<file path="src/rtl/ssd_bcd_writer.sv">
// ---------------------------------------------------------------------------
// ssd_bcd_writer
//
// Takes an unsigned binary result and converts it to four BCD digits with a
// sequential double-dabble converter, one iteration per clock. It then writes
// the digits into the four-digit seven-segment display, one digit per cycle,
// over the display's num/sel/wr write port. Inputs above MAX_VAL are clamped
// to MAX_VAL and flagged on ovf.
//
// Ports
//   clk    : system clock, all logic on the rising edge
//   reset  : synchronous, active-high reset
//   start  : request to display 'value'; only looked at while idle
//   value  : unsigned binary value, captured on the accepting edge
//   busy   : high while a request is in progress
//   done   : one-cycle pulse after the fourth digit has been written
//   ovf    : last accepted value was above MAX_VAL; held until next accept
//   num    : BCD digit for the display write port
//   sel    : digit select, 0 = thousands (leftmost) .. 3 = units (rightmost)
//   wr     : display write enable
//
// State table
//   S_IDLE    | waiting for start; captures (clamped) value on accept
//   S_CONVERT | DATA_W double-dabble iterations, one per cycle
//   S_WRITE   | four digit writes, thousands first
//   S_DONE    | single cycle that raises done, then back to idle
//
// Every output comes straight from a flop. busy/done/wr are registered from
// the state held in the previous cycle, so they follow state_q by one edge.
// That lag is why busy is still high in the cycle that follows DONE.
// ---------------------------------------------------------------------------
module ssd_bcd_writer #(
    parameter int DATA_W  = 14,
    parameter int MAX_VAL = 9999
) (
    input  logic              clk,
    input  logic              reset,
    input  logic              start,
    input  logic [DATA_W-1:0] value,
    output logic              busy,
    output logic              done,
    output logic              ovf,
    output logic [3:0]        num,
    output logic [1:0]        sel,
    output logic              wr
);

    typedef enum logic [1:0] {
        S_IDLE    = 2'd0,
        S_CONVERT = 2'd1,
        S_WRITE   = 2'd2,
        S_DONE    = 2'd3
    } state_t;

    localparam int CNT_W = 5;

    // The clamp constant is trimmed to the input width. For narrow DATA_W the
    // input can never exceed MAX_VAL, so the truncated value is never used.
    localparam logic [DATA_W-1:0] MAX_W      = DATA_W'(MAX_VAL);
    localparam logic [31:0]       MAX_32     = 32'(MAX_VAL);
    localparam logic [CNT_W-1:0]  CNT_LOAD   = CNT_W'(DATA_W);
    localparam logic [CNT_W-1:0]  CNT_LAST   = CNT_W'(1);

    state_t            state_q, state_d;
    logic [CNT_W-1:0]  cnt_q,   cnt_d;
    logic [DATA_W-1:0] shift_q, shift_d;
    logic [15:0]       bcd_q,   bcd_d;
    logic [1:0]        idx_q,   idx_d;

    logic              busy_q,  busy_d;
    logic              done_q,  done_d;
    logic              ovf_q,   ovf_d;
    logic [3:0]        num_q,   num_d;
    logic [1:0]        sel_q,   sel_d;
    logic              wr_q,    wr_d;

    logic [15:0]       bcd_adj;
    logic [3:0]        digit_sel;

    // Double-dabble correction: any nibble that is 5 or more would overflow
    // past 9 after the doubling shift, so it is pre-biased by 3.
    function automatic logic [15:0] dabble_adjust(input logic [15:0] b);
        logic [15:0] r;
        r = b;
        for (int n = 0; n < 4; n++) begin
            if (r[4*n +: 4] >= 4'd5) begin
                r[4*n +: 4] = r[4*n +: 4] + 4'd3;
            end
        end
        return r;
    endfunction

    assign bcd_adj = dabble_adjust(bcd_q);

    // Digit index 0 addresses the thousands nibble (the top of the BCD word).
    always_comb begin
        digit_sel = bcd_q[15:12];
        case (idx_q)
            2'd0: digit_sel = bcd_q[15:12];
            2'd1: digit_sel = bcd_q[11:8];
            2'd2: digit_sel = bcd_q[7:4];
            2'd3: digit_sel = bcd_q[3:0];
            default: digit_sel = bcd_q[15:12];
        endcase
    end

    always_comb begin
        state_d = state_q;
        cnt_d   = cnt_q;
        shift_d = shift_q;
        bcd_d   = bcd_q;
        idx_d   = idx_q;
        ovf_d   = ovf_q;
        num_d   = num_q;
        sel_d   = sel_q;
        wr_d    = 1'b0;
        done_d  = 1'b0;
        busy_d  = (state_q != S_IDLE);

        case (state_q)
            S_IDLE: begin
                if (start) begin
                    if (32'(value) > MAX_32) begin
                        shift_d = MAX_W;
                        ovf_d   = 1'b1;
                    end else begin
                        shift_d = value;
                        ovf_d   = 1'b0;
                    end
                    bcd_d   = 16'd0;
                    cnt_d   = CNT_LOAD;
                    state_d = S_CONVERT;
                end
            end

            S_CONVERT: begin
                {bcd_d, shift_d} = {bcd_adj[14:0], shift_q, 1'b0};
                cnt_d = cnt_q - CNT_W'(1);
                if (cnt_q == CNT_LAST) begin
                    idx_d   = 2'd0;
                    state_d = S_WRITE;
                end
            end

            S_WRITE: begin
                wr_d  = 1'b1;
                sel_d = idx_q;
                num_d = digit_sel;
                idx_d = idx_q + 2'd1;
                if (idx_q == 2'd3) begin
                    state_d = S_DONE;
                end
            end

            S_DONE: begin
                done_d  = 1'b1;
                state_d = S_IDLE;
            end

            default: begin
                state_d = S_IDLE;
            end
        endcase
    end

    always_ff @(posedge clk) begin
        if (reset) begin
            state_q <= S_IDLE;
            cnt_q   <= '0;
            shift_q <= '0;
            bcd_q   <= '0;
            idx_q   <= '0;
            busy_q  <= 1'b0;
            done_q  <= 1'b0;
            ovf_q   <= 1'b0;
            num_q   <= 4'd0;
            sel_q   <= 2'd0;
            wr_q    <= 1'b0;
        end else begin
            state_q <= state_d;
            cnt_q   <= cnt_d;
            shift_q <= shift_d;
            bcd_q   <= bcd_d;
            idx_q   <= idx_d;
            busy_q  <= busy_d;
            done_q  <= done_d;
            ovf_q   <= ovf_d;
            num_q   <= num_d;
            sel_q   <= sel_d;
            wr_q    <= wr_d;
        end
    end

    assign busy = busy_q;
    assign done = done_q;
    assign ovf  = ovf_q;
    assign num  = num_q;
    assign sel  = sel_q;
    assign wr   = wr_q;

endmodule

</file>
<file path="config.mk">
export PLATFORM = sky130hd
export DESIGN_NAME = ssd_bcd_writer
export DESIGN_NICKNAME = d
export VERILOG_FILES = /design/src/rtl/ssd_bcd_writer.sv
export SDC_FILE = /design/constraint.sdc
export NUM_CORES = 1
export LEC_CHECK = 0
export CORE_ASPECT_RATIO = 1.1
export CORE_MARGIN = 2
export CORE_UTILIZATION = 42
export DETAILED_ROUTE_END_ITERATION = 7
export GPL_ROUTABILITY_DRIVEN = 0
export PLACE_DENSITY = 0.72
export SYNTH_ARGS = -nofsm -noshare
export SYNTH_HDL_FRONTEND = slang
export SYNTH_SLANG_ARGS = --single-unit
</file>
<file path="constraint.sdc">
create_clock -name clk -period 2.05 [get_ports clk]
set_input_delay 0.3075 -clock clk [delete_from_list [all_inputs] [get_ports clk]]
set_output_delay 0.3075 -clock clk [all_outputs]
set_load 0.03 [all_outputs]
</file>
==> qor.csv <==
stage;metric;value;unit
status;status;completed;
flow_run;cap_violations;0;
hold_path;hold_end;shift_q[0];
timing;final.min_clock_period;1.85;ns
route;vias;2016;
critical_path;cp-start-kind;flip-flop;
logic_synthesis;synth_compound_gate_area_share;0.210;
timing;setup_slack;0.199;ns
logic_synthesis;synth_nets;309;
global_route;first_global_vias;1891;
cts;htreeDepth;2;
logic_synthesis;synthTopCellsByArea;dfxtp_1 (41%), ha_1 (9.3%), nor2_1 (6.1%);
logic_synthesis;synthMuxAreaShare;0.0509;
pwr;clock_power_share;0.186;
timing;rsz0062_at_grt;no;
critical_path;reg2reg_to;bcd_q[9];
timing;worstMarginPinSlew;0.595;ns
logic_synthesis;netlist_area;2410;sq um
floorplanning;num_io_pins;27;
placement;place.port_buffers;26;
logic_synthesis;synth_fa_ha_area_frac;0.0935;
route;drc;0;
pwr;ir_worst_vdd;691;uV
timing;fin_skew;0.00231;ns
hold_path;worst_hold_startpoint;shift_q[0];
floorplanning;dieArea;6360;sq um
logic_synthesis;synth_ff_type;dfxtp_1;
finish;regArea;981;sq um
route;ant_nets;0;
floorplanning;coreArea;5470;sq um
cts;clock_latency;0.30;ns
finish;nets;337;
pwr;powerDensity;1050;nW/um^2
floorplanning;die_w;76.2;um
route;wire_per_inst;13.2;um
finish;fillers;537;
pwr;p_sw_frac;0.374;
cts;cts_root_buf;clkbuf_8;
critical_path;cp.arrival;2.05;ns
route;firstDrtPassIters;4;
global_route;grt_use_total;0.164;
cts;ctsHoldBuffers;0;
timing;setup_viol;0;
cts;numCtsBuffers;5;
placement;place_ws;0.126;ns
pwr;power_switching;1.12;mW
global_route;gr-total-overflow;0;
finish;multi_input_area;1300;sq um
cts;cts_tree;yes;
logic_synthesis;synth-edff-count;0;
finish;drive_gt1_frac;0.0594;
floorplanning;initial_core_util;0.441;
timing;fmax;0.540;GHz
logic_synthesis;yosysSeqAreaShare;0.407;
logic_synthesis;synthCells;274;
hold_path;min_path_cells;2;
global_route;grt_pass1_wl;8.55;mm
route;drt_iter0_markers;119;
timing;final.setup.tns;0;ns
finish;area_growth;18.4;%
floorplanning;die_height;83.4;um
placement;hpwl;3.66;mm
global_route;grt_start_max_net_pins;29;
timing;relSlewSlack;0.602;
logic_synthesis;synth_xor_area_frac;0.0291;
logic_synthesis;yosysMostFrequentCell;dfxtp_1;
critical_path;end_kind;flip-flop;
critical_path;reg2reg_from;state_q[0];
critical_path;worstRegToRegCells;6;
cts;cts_sinks;49;
logic_synthesis;yosys_warnings;0;
timing;fin_crit_sh;0.903;
logic_synthesis;ys_ff_latch;49;
finish;n_antenna_cell;0;
global_route;antenna_found_initial;0;
logic_synthesis;synth_top_family_by_area;compound AO/OA/AOI/OAI gates;
cts;max-clock-path-buffers;2;
logic_synthesis;synth_cell_types;33;
pwr;seqPwrFrac;0.419;
pwr;p_leak;1.11;nW
logic_synthesis;netlist.top_cell.by_area;dfxtp_1;
timing;hold_viol;0;
finish;fin_util;0.522;
logic_synthesis;synth_simple_gate_area_frac;0.157;
pwr;p_int;1.87;mW
logic_synthesis;synthArstFlopShare;0;
logic_synthesis;avgSynthCellArea;8.79;sq um
critical_path;rrSetupSlack;0.20;ns
cts;ctsResizeCount;0;
hold_path;hold_path_class;flip-flop to flip-flop;
logic_synthesis;synth_common_cells;dfxtp_1 (49), nor2_1 (39), inv_1 (20);
pwr;power_frac_comb;0.395;
pwr;finalPower;2.99;mW
floorplanning;rows;28;
timing;slew_viol_final;0;
critical_path;cp.required;2.25;ns
logic_synthesis;synth_top_area_frac;0.407;
route;drt-total-wl;5.01;mm
critical_path;crit_path_max_fanout;15;
cts;post_cts.repair.setup_buffers;0;
critical_path;crit_type;flip-flop to flip-flop;
cts;cts.clk_slew.worst_paths;0.09;ns
route;vias_per_cell;5.33;
-- cells by family after synthesis --
family | Yosys count
AO/OA/AOI/OAI | 72
XOR/XNOR | 8
adder cells (fa/ha/maj) | 18
buffers and inverters | 33
flip-flops | 49
multiplexers | 12
AND/OR/NAND/NOR | 82
-- placed cells by master (no fill, tap or decap), types with 3 or more instances in the layout --
| master | netlist | layout |
|---|---|---|
| clkbuf_8 | 0 | 5 |
| nor2_1 | 39 | 39 |
| a21oi_1 | 19 | 19 |
| o32ai_1 | 4 | 4 |
| o21ai_0 | 8 | 8 |
| xor2_1 | 4 | 4 |
| mux2i_1 | 10 | 10 |
| a22o_1 | 8 | 8 |
| nor2b_1 | 3 | 3 |
| ha_1 | 18 | 18 |
| a22oi_1 | 5 | 5 |
| xnor2_1 | 4 | 4 |
| nand2b_1 | 9 | 9 |
| o41ai_1 | 4 | 4 |
| nand3_1 | 4 | 4 |
| clkdlybuf4s50_1 | 0 | 26 |
| buf_4 | 0 | 8 |
| a222oi_1 | 5 | 5 |
| a211oi_1 | 7 | 7 |
| dfxtp_1 | 49 | 49 |
| nor3_1 | 8 | 8 |
| o22ai_1 | 6 | 6 |
| inv_1 | 20 | 20 |
| nand2_1 | 13 | 13 |
| a221oi_1 | 5 | 5 |
-- how the worst max path moves through the flow --
stage,start,slack (ns),depth (start not counted),end
global placement,start,0.19,6,shift_q[5]
floorplan,state_q[0],0.29,8,shift_q[6]
detailed placement,start,0.13,6,shift_q[5]
finish,state_q[0],0.20,6,bcd_q[9]
CTS,state_q[0],0.19,6,bcd_q[9]
global route,state_q[1],0.03,7,shift_q[5]
-- layout make-up --
type	instances	share of cell area
flip-flops and latches	49	0.344
clock buffers	6	0.0254
clock inverters	2	0.00351
well taps	75	0.0329
inverters	20	0.0263
multi-input cells	192	0.456
repair buffers	34	0.112
-- metrics by stage --
stage / std cells / hold slack [ns] / instance area (sq um)
2_1_floorplan: 274 / 0.421 / 2410
3_3_place_gp: 370 / 0.452 / 2770
3_5_place_dp: 370 / 0.441 / 2770
4_1_cts: 378 / 0.471 / 2850
5_1_grt: 378 / 0.515 / 2850
6_report: 378 / 0.470 / 2850
-- per-layer routing --
layer | global-route usage | share of wire | wire length, um
met5 | 0 | 0 | 0
met4 | 0.0545 | 0.014 | 68
met3 | 0.0326 | 0.025 | 125
met2 | 0.278 | 0.49 | 2440
met1 | 0.207 | 0.47 | 2380
-- flip-flops by register name (all words and copies together), names as in the netlist --
| name | count |
|---|---|
| done | 1 |
| num | 4 |
| bcd_q | 16 |
| ovf | 1 |
| busy | 1 |
| wr | 1 |
| sel | 2 |
| cnt_q | 5 |
| shift_q | 14 |
| state_q | 2 |
| idx_q | 2 |
-- worst max-delay path: stages (launching register included) --
cell and delay, ns:
dfxtp_1 0.39, inv_1 0.08, ha_1 0.31, mux2_2 0.46, nor2_1 0.07, buf_4 0.19, a22o_1 0.24
-- power groups by stage --
stage	logic (mW)	clock network (mW)	registers, mW
floorplan	0.817	0	1.28
finish	1.18	0.555	1.25
detailed placement	1.18	0	1.27
global route	1.31	0.608	1.27
global placement	1.16	0	1.27
CTS	1.18	0.573	1.25
No activity file was read; power rests on OpenSTA's default activity.
